### src/rtl/uart_rx.sv
// UART receiver: 2-flop input synchronizer, per-bit oversampling counter,
// 2-of-3 majority vote around mid-bit, optional parity, single-cycle status pulses.
module uart_rx #(
   parameter int DATA_WIDTH = 8,
   parameter int PRESCALE_W = 6
) (
   input  logic                  clk,
   input  logic                  rst_n,
   input  logic                  rx_in,
   input  logic                  parity_enable,
   input  logic                  parity_type,
   input  logic [PRESCALE_W-1:0] prescale,
   output logic [DATA_WIDTH-1:0] data_out,
   output logic                  data_valid,
   output logic                  parity_error,
   output logic                  framing_error
);

   localparam int BIT_W = (DATA_WIDTH > 1) ? $clog2(DATA_WIDTH) : 1;

   typedef enum logic [2:0] {IDLE, START, DATA, PARITY, STOP} state_t;

   state_t                state_q, state_d;
   logic                  meta_q, rx_s_q;
   logic [PRESCALE_W-1:0] cnt_q, cnt_d;
   logic [PRESCALE_W-1:0] pre_q, pre_d;
   logic                  pen_q, pen_d;
   logic                  ptype_q, ptype_d;
   logic [BIT_W-1:0]      bit_idx_q, bit_idx_d;
   logic [DATA_WIDTH-1:0] shift_q, shift_d;
   logic [1:0]            smp_q, smp_d;
   logic                  vote_q, vote_d;
   logic                  perr_q, perr_d;
   logic [DATA_WIDTH-1:0] dout_q, dout_d;
   logic                  dv_q, dv_d;
   logic                  pe_q, pe_d;
   logic                  fe_q, fe_d;

   logic [PRESCALE_W-1:0] half, s_lo, s_hi, s_end, last;
   logic                  maj;
   logic                  rx_s;

   assign rx_s  = rx_s_q;
   assign half  = pre_q >> 1;
   assign s_lo  = half - PRESCALE_W'(1);
   assign s_hi  = half + PRESCALE_W'(1);
   assign s_end = half + PRESCALE_W'(2);
   assign last  = pre_q - PRESCALE_W'(1);
   // Third sample is taken live at s_hi, so the vote is ready on that cycle.
   assign maj   = (smp_q[0] & smp_q[1]) | (smp_q[0] & rx_s) | (smp_q[1] & rx_s);

   always_comb begin
      state_d   = state_q;
      cnt_d     = cnt_q;
      pre_d     = pre_q;
      pen_d     = pen_q;
      ptype_d   = ptype_q;
      bit_idx_d = bit_idx_q;
      shift_d   = shift_q;
      smp_d     = smp_q;
      vote_d    = vote_q;
      perr_d    = perr_q;
      dout_d    = dout_q;
      dv_d      = 1'b0;
      pe_d      = 1'b0;
      fe_d      = 1'b0;

      if (state_q != IDLE) begin
         cnt_d = (cnt_q == last) ? '0 : cnt_q + PRESCALE_W'(1);
         if (cnt_q == s_lo) smp_d[0] = rx_s;
         if (cnt_q == half) smp_d[1] = rx_s;
      end

      unique case (state_q)
         IDLE: begin
            if (!rx_s) begin
               state_d   = START;
               cnt_d     = '0;
               pre_d     = prescale;
               pen_d     = parity_enable;
               ptype_d   = parity_type;
               bit_idx_d = '0;
               perr_d    = 1'b0;
            end
         end
         START: begin
            if (cnt_q == s_hi) vote_d = maj;
            if (cnt_q == s_end && vote_q) begin
               state_d = IDLE;
               cnt_d   = '0;
            end else if (cnt_q == last) begin
               state_d = DATA;
            end
         end
         DATA: begin
            if (cnt_q == s_hi) shift_d = {maj, shift_q[DATA_WIDTH-1:1]};
            if (cnt_q == last) begin
               if (bit_idx_q == BIT_W'(DATA_WIDTH-1))
                  state_d = pen_q ? PARITY : STOP;
               else
                  bit_idx_d = bit_idx_q + BIT_W'(1);
            end
         end
         PARITY: begin
            if (cnt_q == s_hi) perr_d = maj ^ (^shift_q) ^ ptype_q;
            if (cnt_q == last) state_d = STOP;
         end
         STOP: begin
            if (cnt_q == s_hi) vote_d = maj;
            if (cnt_q == last) begin
               state_d = IDLE;
               // Framing error masks a parity error on the same frame.
               if (!vote_q)     fe_d = 1'b1;
               else if (perr_q) pe_d = 1'b1;
               else begin
                  dv_d   = 1'b1;
                  dout_d = shift_q;
               end
            end
         end
         default: state_d = IDLE;
      endcase
   end

   always_ff @(posedge clk) begin
      if (!rst_n) begin
         state_q   <= IDLE;
         meta_q    <= 1'b1;
         rx_s_q    <= 1'b1;
         cnt_q     <= '0;
         pre_q     <= '0;
         pen_q     <= 1'b0;
         ptype_q   <= 1'b0;
         bit_idx_q <= '0;
         shift_q   <= '0;
         smp_q     <= '0;
         vote_q    <= 1'b0;
         perr_q    <= 1'b0;
         dout_q    <= '0;
         dv_q      <= 1'b0;
         pe_q      <= 1'b0;
         fe_q      <= 1'b0;
      end else begin
         state_q   <= state_d;
         meta_q    <= rx_in;
         rx_s_q    <= meta_q;
         cnt_q     <= cnt_d;
         pre_q     <= pre_d;
         pen_q     <= pen_d;
         ptype_q   <= ptype_d;
         bit_idx_q <= bit_idx_d;
         shift_q   <= shift_d;
         smp_q     <= smp_d;
         vote_q    <= vote_d;
         perr_q    <= perr_d;
         dout_q    <= dout_d;
         dv_q      <= dv_d;
         pe_q      <= pe_d;
         fe_q      <= fe_d;
      end
   end

   assign data_out      = dout_q;
   assign data_valid    = dv_q;
   assign parity_error  = pe_q;
   assign framing_error = fe_q;

endmodule

### config.mk
export PLATFORM = sky130hd
export DESIGN_NAME = uart_rx
export DESIGN_NICKNAME = d
export VERILOG_FILES = /design/src/rtl/uart_rx.sv
export SDC_FILE = /design/constraint.sdc
export NUM_CORES = 1
export LEC_CHECK = 0
export CORE_MARGIN = 1
export CORE_UTILIZATION = 35
export CTS_CLUSTER_DIAMETER = 30
export DETAILED_ROUTE_END_ITERATION = 10
export GPL_TIMING_DRIVEN = 0
export PLACE_DENSITY = 0.57
export SLEW_MARGIN = 10
export SYNTH_ARGS = -nofsm -noshare
export SYNTH_HDL_FRONTEND = slang
export SYNTH_SLANG_ARGS = --single-unit
### constraint.sdc
create_clock -name clk -period 3.8 [get_ports clk]
set_input_delay 0.57 -clock clk [delete_from_list [all_inputs] [get_ports clk]]
set_output_delay 0.57 -clock clk [all_outputs]
set_load 0.005 [all_outputs]
==> key figures <==
Critical path
  – Reg2reg path depth: 8
  – Slowest CP cell: a311oi_1
  – Max incr delay on CP: about 560 ps
  – R2R setup slack: approximately 1100 ps
  – Chain of cells forming the critical path: inv_1 -> ha_1 -> xnor2_1 -> nand4_1 -> a311oi_1 -> o21ai_1 -> a22oi_1 -> nor3_1
  – Startpoint types: flop
  – Max FO, Critical Path: 7
  – Crit path required time: 3980 ps
  – CP top delay family: compound AO/OA/AOI/OAI gates
  – WP depth: 8
  – Arrival time worst endpoint: 2840 ps
  – Worst setup path start: pre_q[2]
  – Setup crit end kind: flop
  – Worst setup endpoint: cnt_q[5]
  – Crit Path Class: reg2reg
  – R2R Path Start: pre_q[2]
  – Buf+Inv Stages, Crit Path: 1
  – Reg-to-reg critical path endpoint: cnt_q[5]

Synthesis
  – Syn Inst Count: between 300 and 400
  – Syn Nets: about 330
  – Synth top area cells: dfxtp_1, xnor2_1, mux2i_1, nand2_1, ha_1
  – Synth cell types: 53
  – Sequential area share after synthesis: 0.3429
  – Mean post-synth cell area: ~8.6 sq um
  – Largest area contributor in the netlist: dfxtp_1
  – Post-synthesis register bit count: 45
  – Post-synth ARST share: 0
  – Yosys warns: 0
  – Synth Cell Area: roughly 2600 sq um
  – Number of enable flip-flop cells after synthesis: 0
  – Top_reg_cell synth: dfxtp_1
  – Share of the synthesized area in the top cell type: 0.3429

Timing
  – Slew HR: 0.5240
  – Setup TNS Final: 0 ps
  – Final Max Tran Viols: 0
  – Final setup vio count: 0
  – Tmin final: ~2700 ps
  – Fmax: around 380 MHz
  – RSZ-0062 raised after global routing: false
  – Final Hold Fails: 0
  – Worst Skew: about 12 ps
  – Slew @ Worst Pin: around 700 ps
  – Tcrit/Tclk final: 0.7011

Drt
  – ANT nets after route: 0
  – 1st-pass router iterations: 4
  – Post-Route WL: 5543 microns
  – DR vias: about 2100
  – DRC: 0
  – DR vias/cell: just under 5
  – DRT iter0 DRCs: 132
  – WL per Instance: 12.83 microns

Clock network
  – Root Buffer: clkbuf_8
  – Htree depth: 2
  – CTS clock-pin slew for the worst setup and hold paths: 90 ps
  – TritonCTS clock tree: yes
  – Clock tree buffer depth: 2
  – CTS Buf Count: 5
  – Clock Latency Late Sink: around 300 ps
  – Cts repair resizes: 0
  – Cts hold-fix bufs: 0
  – Post-CTS setup buffer count: 0
  – CTS Sinks: 45

Power and ir drop
  – Pwr dens: 294.9 nW/um^2
  – VDD IR-drop max: between 100 and 150 uV
  – P_leak: about 1.1 nW

Die
  – I/O pins: 22
  – Die ar.: 7858 sq um
  – Core area: ~7300 sq um
  – Row cnt: 31
  – Starting density of the core: 0.3623
  – Die W: 88.65 microns
  – Die height: between 80 and 90 microns

Run
  – Max-Cap Viols: 0

GRT
  – Antenna violations before repair: 0
  – Number of global-route vias before repair: between 1500 and 2000
  – GRT Util Overall: 0.1547
  – GRT overflow: 0
  – Pin count of the biggest net entering global routing: 17
  – First-pass GRT wire length: around 9400 microns

Min path
  – WHS Path Cells: 1
  – Hold Path Class: reg2reg

Status
  – Status: finished clean

Final layout
  – Antenna Diode Count: 0
  – Layout overhead on the synthesized area: 15.90%
  – Fin util: 0.4199
  – Layout cells sized above 1: 0.09309
  – Nets@finish: 353

Placed design
  – # port buffers: 20
  – RePlAce Congestion: 0.8290
  – Hpwl dp: a little over 4000 microns
[cell families (layout without fill, tap and decap cells)]
kind of cell,after synthesis,in the layout,share of synthesized area
buffers and inverters,27,55,0.05285
flip-flops,45,45,0.3429
XOR/XNOR,37,37,0.1290
AND/OR/NAND/NOR,126,126,0.2543
multiplexers,19,19,0.07238
AO/OA/AOI/OAI,40,40,0.09714
adder cells (fa/ha/maj),11,11,0.05143
[per-layer routing]
| layer | track usage | up-vias | part of all wire | wire (microns) |
|---|---|---|---|---|
| li1 | - | 1098 | - | - |
| met1 | 0.2184 | 974 | 0.52 | 2885 |
| met2 | 0.2406 | 34 | 0.43 | 2393 |
| met3 | 0.02332 | 10 | 0.029 | 158 |
| met4 | 0.05132 | 0 | 0.019 | 106 |
| met5 | 0 | - | 0 | 0 |
[worst min path at each step]
stage / from / to / slack, ps
after floorplan: meta_q / rx_s / 390
final: meta_q / rx_s / 410
after detailed placement: meta_q / rx_s / 400
after global placement: meta_q / rx_s / 390
after global routing: meta_q / rx_s / 430
after CTS: meta_q / rx_s / 420
[power breakdown]
part	total [mW]	switching (mW)	internal, mW
combinational	0.101	0.0575	0.0439
clock	0.314	0.181	0.133
sequential	0.482	0.00532	0.477
total	0.898	0.244	0.654
[flip-flops by register name, summed over array words and instances (netlist names)]
signal         cells
parity_error       1
data_valid         1
bit_idx_q          3
pen_q              1
state_q            3
rx_s               1
framing_error      1
cnt_q              6
pre_q              6
smp_q              2
perr_q             1
ptype_q            1
vote_q             1
meta_q             1
shift_q            8
data_out           8
[cell usage in the layout (no fill, tap or decap), types with 3 or more instances in the layout]
cell / synthesis / final
nand4_1: 4 / 4
a21oi_1: 16 / 16
nand3_1: 11 / 11
dfxtp_1: 45 / 45
nor4_1: 3 / 3
xor2_1: 12 / 12
or3_1: 3 / 3
mux2i_1: 19 / 19
clkbuf_1: 7 / 7
nor3_1: 10 / 10
xnor2_1: 23 / 23
buf_6: 3 / 3
inv_1: 8 / 8
nand2_1: 48 / 48
clkdlybuf4s50_1: 0 / 20
clkbuf_8: 0 / 5
ha_1: 10 / 10
o21ai_0: 5 / 5
nor2_1: 24 / 24
a31oi_1: 4 / 4
nand2b_1: 5 / 5
buf_2: 5 / 5
[synthesized netlist by cell type, drive strengths merged, types with 2 or more instances]
library cell   n
a21oi         16
nor3          11
and3           3
and4b          2
a2111oi        2
clkbuf         8
nor2          24
a211oi         2
a31oi          4
dfxtp         45
o21ai          6
xnor2         25
nor2b          2
nor3b          2
ha            10
or3            3
or2            2
nand3         12
nand2b         6
xor2          12
nand2         48
buf           10
nand4          4
nor4           4
mux2i         19
a22o           3
inv            8
[through the flow]
step           hold slack (ps)  std cells  area, sq um  setup WS (ps)  power, mW
2_1_floorplan            386.3        305         2628           1538     0.5672
4_1_cts                  416.7        432         3045           1145     0.9134
3_3_place_gp             389.3        424         2952           1198     0.5941
6_report                 413.6        432         3045           1136     0.8982
5_1_grt                  432.5        432         3045          987.3     0.9430
3_5_place_dp             395.6        424         2952           1176     0.5948
[final cells by class]
cell class,instances,area (sq um)
fill,739,4208
multi-input combinational,233,1588
sequential,45,900.9
timing repair buffer,20,200.2
tap,99,123.9
buffer,18,105.1
clock buffer,5,68.82
inverter,9,33.78
clock inverter,3,25.02
Power figures use the tool's default switching activity.
